==> src/rtl/regfile_mrmw.sv <==
// Multi-read, multi-write register file with optional registered read,
// write-to-read bypass, hardwired zero register and per-register busy scoreboard.
module regfile_mrmw #(
  parameter int WIDTH    = 16,
  parameter int DEPTH    = 16,
  parameter int NUM_RD   = 2,
  parameter int NUM_WR   = 1,
  parameter int RD_REG   = 0,
  parameter int BYPASS   = 1,
  parameter int ZERO_REG = 1,
  localparam int AW      = (DEPTH > 1) ? $clog2(DEPTH) : 1
) (
  input  logic                     clk,
  input  logic                     rst_n,
  input  logic [NUM_WR-1:0]        wr_en,
  input  logic [NUM_WR*AW-1:0]     wr_addr,
  input  logic [NUM_WR*WIDTH-1:0]  wr_data,
  input  logic [NUM_RD-1:0]        rd_en,
  input  logic [NUM_RD*AW-1:0]     rd_addr,
  output logic [NUM_RD*WIDTH-1:0]  rd_data,
  output logic [NUM_RD-1:0]        rd_valid,
  output logic [NUM_RD-1:0]        rd_busy,
  input  logic                     rsv_en,
  input  logic [AW-1:0]            rsv_addr,
  output logic [DEPTH-1:0]         busy_vec
);

  logic [WIDTH-1:0] mem_q [DEPTH];
  logic [DEPTH-1:0] busy_q;

  genvar gi;

  // One storage slot per register; addresses past DEPTH never decode to a slot.
  generate
    for (gi = 0; gi < DEPTH; gi++) begin : g_reg
      if (ZERO_REG != 0 && gi == 0) begin : g_zero
        assign mem_q[gi]  = '0;
        assign busy_q[gi] = 1'b0;
      end else begin : g_live
        logic [WIDTH-1:0] data_reg, data_next;
        logic             busy_reg, busy_next;

        // Ascending scan lets the highest-index write port win; reserve overrides release.
        always_comb begin
          data_next = data_reg;
          busy_next = busy_reg;
          for (int p = 0; p < NUM_WR; p++) begin
            if (wr_en[p] && (wr_addr[p*AW +: AW] == AW'(gi))) begin
              data_next = wr_data[p*WIDTH +: WIDTH];
              busy_next = 1'b0;
            end
          end
          if (rsv_en && (rsv_addr == AW'(gi)))
            busy_next = 1'b1;
        end

        always_ff @(posedge clk or negedge rst_n) begin
          if (!rst_n) begin
            data_reg <= '0;
            busy_reg <= 1'b0;
          end else begin
            data_reg <= data_next;
            busy_reg <= busy_next;
          end
        end

        assign mem_q[gi]  = data_reg;
        assign busy_q[gi] = busy_reg;
      end
    end
  endgenerate

  assign busy_vec = busy_q;

  generate
    for (gi = 0; gi < NUM_RD; gi++) begin : g_rd
      logic [AW-1:0]    addr;
      logic [WIDTH-1:0] data_comb;
      logic             busy_comb;
      logic             in_range;

      assign addr = rd_addr[gi*AW +: AW];

      always_comb begin
        data_comb = '0;
        busy_comb = 1'b0;
        in_range  = 1'b0;
        for (int r = 0; r < DEPTH; r++) begin
          if (addr == AW'(r)) begin
            data_comb = mem_q[r];
            busy_comb = busy_q[r];
            in_range  = 1'b1;
          end
        end
        // Forwarded data is final, so the pending reservation no longer blocks the reader.
        if (BYPASS != 0 && in_range && !(ZERO_REG != 0 && addr == '0)) begin
          for (int w = 0; w < NUM_WR; w++) begin
            if (wr_en[w] && (wr_addr[w*AW +: AW] == addr)) begin
              data_comb = wr_data[w*WIDTH +: WIDTH];
              busy_comb = 1'b0;
            end
          end
        end
      end

      if (RD_REG != 0) begin : g_sync
        logic [WIDTH-1:0] data_reg;
        logic             valid_reg;
        logic             busy_reg;

        always_ff @(posedge clk or negedge rst_n) begin
          if (!rst_n) begin
            data_reg  <= '0;
            valid_reg <= 1'b0;
            busy_reg  <= 1'b0;
          end else begin
            valid_reg <= rd_en[gi];
            if (rd_en[gi]) begin
              data_reg <= data_comb;
              busy_reg <= busy_comb;
            end
          end
        end

        assign rd_data[gi*WIDTH +: WIDTH] = data_reg;
        assign rd_valid[gi]               = valid_reg;
        assign rd_busy[gi]                = busy_reg;
      end else begin : g_async
        assign rd_data[gi*WIDTH +: WIDTH] = data_comb;
        assign rd_valid[gi]               = rd_en[gi];
        assign rd_busy[gi]                = busy_comb;
      end
    end
  endgenerate

endmodule

==> config.mk <==
export PLATFORM = sky130hd
export DESIGN_NAME = regfile_mrmw
export DESIGN_NICKNAME = d
export VERILOG_FILES = /design/src/rtl/regfile_mrmw.sv
export SDC_FILE = /design/constraint.sdc
export NUM_CORES = 1
export LEC_CHECK = 0
export ABC_AREA = 1
export CAP_MARGIN = 20
export CORE_UTILIZATION = 65
export DETAILED_ROUTE_END_ITERATION = 10
export DONT_BUFFER_PORTS = 1
export PLACE_DENSITY = 0.86
export SETUP_SLACK_MARGIN = 0.4
export SYNTH_ARGS = -nofsm -noshare
export SYNTH_HDL_FRONTEND = slang
export SYNTH_SLANG_ARGS = --single-unit
==> constraint.sdc <==
create_clock -name clk -period 2.4 [get_ports clk]
set_input_delay 0.48 -clock clk [delete_from_list [all_inputs] [get_ports clk]]
set_output_delay 0.48 -clock clk [all_outputs]
set_load 0.02 [all_outputs]
* Word level (Yosys, flattened, before mapping)
Cells that the tools add are included.
Operators by class: muxes and demuxes 130, eq/ne operators 62, reductions and logical operators 53
Operator list (count):
- 2-to-1 mux 16 bit | 34
- equality test 4 bit, second input constant | 32
- 2-to-1 mux 1 bit | 96
- equality test 4 x 3 -> 1 bit, second input constant | 16
- logical AND 1 bit | 34
- equality test 4 x 2 -> 1 bit, second input constant | 8
- nonzero test 2 bit | 15
- equality test 4 x 1 -> 1 bit, second input constant | 4
- equality test 4 bit | 2
- zero test 4 bit | 2
- zero test 1 bit | 2
Word-level totals: input bits 38, flip-flop bits (word level) 255, logic and storage cells 275

* Logic depth before layout (Yosys ltp)
word-level depth 19, mapped depth 15, gate-level depth less buffers 14

* Least setup slack after synthesis
Ideal clock, no wire load.
kind input-to-output, from input rd_addr[2], to output rd_data[2], setup slack -3 ps, required time 1920 ps, stages 13, path buffers 2, data arrival time 1923 ps, cell sequence buf_2 nor2_2 buf_2 nand3_1 nand2_1 nor2_1 nand4_1 nand2_1 nand3_1 nand2_1 nand4_1 nand2_1 a21oi_1
On the way: longest elaborated chain between the ends 19, elaborated cells between the ends (all ways) 53
Ends and longest elaborated chain:
- from (decl) | RTL line 19 | input logic [NUM_RD*AW-1:0] rd_addr,
- zero test 4 bit | RTL line 89, 96
- 2-to-1 mux 1 bit (16 in a row) | RTL line 89 | if (addr == AW'(r)) begin
- logical AND 1 bit | RTL line 96 | if (BYPASS != 0 && in_range && !(ZERO_REG != 0 && addr == '0)) begin
- 2-to-1 mux 16 bit * | RTL line 96
- to (decl) | RTL line 20 | output logic [NUM_RD*WIDTH-1:0] rd_data,
Mark *: on every way between the ends. The rest lies on a longest branch, timed or not.

* Worst setup path after layout
from register g_reg[1].g_live.data_reg[10], to output rd_data[26]
On the way: longest elaborated chain between the ends 17
Ends and longest elaborated chain:
- from (decl) | RTL line 40 | logic [WIDTH-1:0] data_reg, data_next;
- from (signal assigned) | RTL line 62 | data_reg <= data_next;
- 2-to-1 mux 16 bit * (15 in a row) | RTL line 89
- 2-to-1 mux 16 bit | RTL line 98 | if (wr_en[w] && (wr_addr[w*AW +: AW] == addr)) begin
- 2-to-1 mux 16 bit * | RTL line 96
Marks and branches as above.

==> run_results.csv <==
group,metric,value,unit
finish,layout.nets,2159,
yosys,synth-edff-count,0,
power,power.leakage,7.88,nW
clocking,insertion_delay,0.55,ns
sta,worst_pin_slew,0.732,ns
global_routing,met3_usage,0.0554,
sta,setup_ws,-0.139,ns
yosys,ys_ff_latch,255,
worst_setup_path,r2r_cells,4,
placement,dpl.hpwl,31900,um
yosys,ys_types,32,
power,power_density,771,nW/um2
power,fin_total_pwr,13.1,mW
finish,drive_gt1_frac,0.177,
global_routing,overflow,0,
floorplanning,die_width,152,um
placement,port_buffers,0,
global_routing,grt.met2_usage,0.673,
sta,final.min_clock_period,2.54,ns
floorplanning,num_rows,54,
global_routing,met1_usage,0.517,
drt,drt-total-wl,46700,um
yosys,ys.flop_type,"dfrtp_1",
floorplanning,start_util,0.665,
yosys,syn-cell-area,14500,um2
worst_setup_path,path_max_fanout,3,
sta,slew-limit-headroom,0.510,
worst_setup_path,critPathRequiredTime,1.92,ns
clocking,path_clk_slew,0.07,ns
worst_setup_path,slowest_delay,0.40,ns
global_routing,grt_max_degree,256,
clocking,clock_path_buffers,3,
yosys,yosysSeqAreaShare,0.439,
run_status,violations,"hold timing, setup timing",
global_routing,track_usage,0.409,
drt,drtIter0Drc,1768,
sta,rsz0062_at_grt,"true",
worst_setup_path,crit_path_end_kind,"output pin",
worst_setup_path,startpoint_type,"flop",
sta,max_freq,394,MHz
drt,post_drt_wl_per_cell,19.3,um
global_routing,busiest_layer,"met2",
global_routing,grt_pass1_vias,13700,
worst_setup_path,slowest_stage,"dfrtp_1",
finish,layout_common_cells,"595 x nand2_1, 292 x o21ai_0, 251 x dfrtp_1",
clocking,cts_buffers,28,
sta,fin_crit_sh,1.06,
sta,finalClockSkew,0,ns
yosys,synthCells,2113,
drt,vias,14800,
placement,place_ws,-0.0395,ns
worst_setup_path,worstSetupPathType,"flop to output pin",
drt,drc,0,
finish,diodes,0,
sta,final-setup-viol-count,25,
yosys,synth_nets,2151,
sta,maxSlewViolCount,0,
floorplanning,io_pins,90,
min_path,worstHoldPathType,"input pin to asynchronous set/reset pin",
worst_setup_path,crit_cells,10,
clocking,cts-root-buf,"clkbuf_16",
placement,routabilityCongestion,0.944,
sta,fin_tns_setup,-1.57,ns
clocking,clkSinkCount,255,
power,ir_drop,0.875,mV
clocking,htree_num_levels,1,
worst_setup_path,crit_family,"simple AND/OR/NAND/NOR gates",
global_routing,antenna_found_initial,0,
finish,syn2layout_area_growth,16.9,%
worst_setup_path,crit_arrival,2.06,ns
finish,largest_reg_flops,240,
sta,finalHoldViolations,255,
floorplanning,die_area,23000,um2
global_routing,grt_pass1_wl,71700,um
finish,final_common_cell,"nand2_1",
floorplanning,core_area,21900,um2
yosys,yosysWarnings,0,
sta,fin_hold_ws,-0.380,ns
yosys,ys_async_sr_fraction,1.00,
drt,first_pass_iters,6,
drt,avgViaCountPerCell,6.10,
floorplanning,die_y,152,um
worst_setup_path,cp_num_buf_inv,0,
worst_setup_path,cp_cell_sequence,"nand3_1 -> nand2_1 -> nor2_2 -> nand4_1 -> nand2_1 -> nand4_1 -> nor2_1 -> nand4_1 -> nor2_1 -> nor2_2",
clocking,cts_tree,"done",
run,maxCapViolCount,0,
drt,ant_nets,0,
worst_setup_path,cpMostUsedCell,"nand4_1",
run_status,status,"complete, but fails checks",
yosys,syn_area_per_cell,6.88,um2
-- cells by family (layout without fill, tap and decap cells) --
kind of cell | Yosys count | after routing | synth area share
XOR/XNOR | 2 | 2 | 0.00120
other | 1 | 1 | 0.000258
AO/OA/AOI/OAI | 377 | 377 | 0.133
flip-flops | 255 | 255 | 0.439
AND/OR/NAND/NOR | 1072 | 1073 | 0.313
buffers and inverters | 406 | 435 | 0.114
-- where the power goes --
group | internal [mW] | switching (mW) | leakage, nW
clock network | 2.75 | 1.83 | 0.492
registers | 5.25 | 0.749 | 3.12
logic | 0.908 | 1.62 | 4.27
total | 8.91 | 4.20 | 7.88
-- worst paths after layout --
| path | from | end | slack [ns] |
|---|---|---|---|
| worst min-delay path | rst_n | g_reg[8].g_live.busy_reg | -0.38 |
| max in group asynchronous | rst_n | g_reg[7].g_live.data_reg[6] | 2.35 |
| worst max-delay path | g_reg[1].g_live.data_reg[10] | rd_data[26] | -0.14 |
| worst min register to register | g_reg[8].g_live.data_reg[4] | g_reg[8].g_live.data_reg[4] | 0.50 |
| min in group clk | wr_data[5] | g_reg[15].g_live.data_reg[5] | 0.04 |
| worst max register to register | g_reg[1].g_live.data_reg[6] | g_reg[1].g_live.data_reg[6] | 1.46 |
-- area by class of cell --
cell class                      count  area (um2)
Multi-Input combinational cell   1453        7220
Sequential cell                   255        6390
Fill cell                        1543        4880
Inverter                          282        1100
Timing Repair Buffer              101         985
Clock buffer                       38         798
Tap cell                          280         350
Clock inverter                     14         181
-- cell usage after synthesis, drive strengths merged, types with 8 or more instances --
cell type / instances / area (um2)
dfrtp: 255 / 6380
nor3: 8 / 40.0
o21ai: 309 / 1550
inv: 278 / 1040
a21oi: 51 / 255
nand3: 137 / 686
clkbuf: 71 / 269
nor2: 205 / 866
nand2: 626 / 2360
buf: 53 / 329
o211ai: 11 / 82.6
nand4: 83 / 519
or2: 12 / 75.1
-- metal layers --
layer	vias up	part of all wire	wire, um
met3	230	0.086	4020
met2	856	0.47	22200
met1	6978	0.37	17200
met4	0	0.070	3270
met5	-	0	0
li1	6723	-	-
-- metrics by stage --
stage,area (um2),hold WS (ns),utilization,instances
final,17000,-0.380,0.777,2423
after global routing,17000,-0.387,0.777,2423
after CTS,16600,-0.390,0.756,2398
after detailed placement,15300,0.192,0.698,2338
after global placement,15300,0.193,0.698,2338
after floorplan,15000,0.184,-,2113
-- timing repair --
item	in CTS	in global routing
pin swaps	73	125
setup buffers	7	24
gates resized for setup	59	70
gates cloned	1	1
setup endpoints to repair	34	34
endpoints found under the hold margin	255	255
Note: power is estimated with default switching activity, not from simulation.
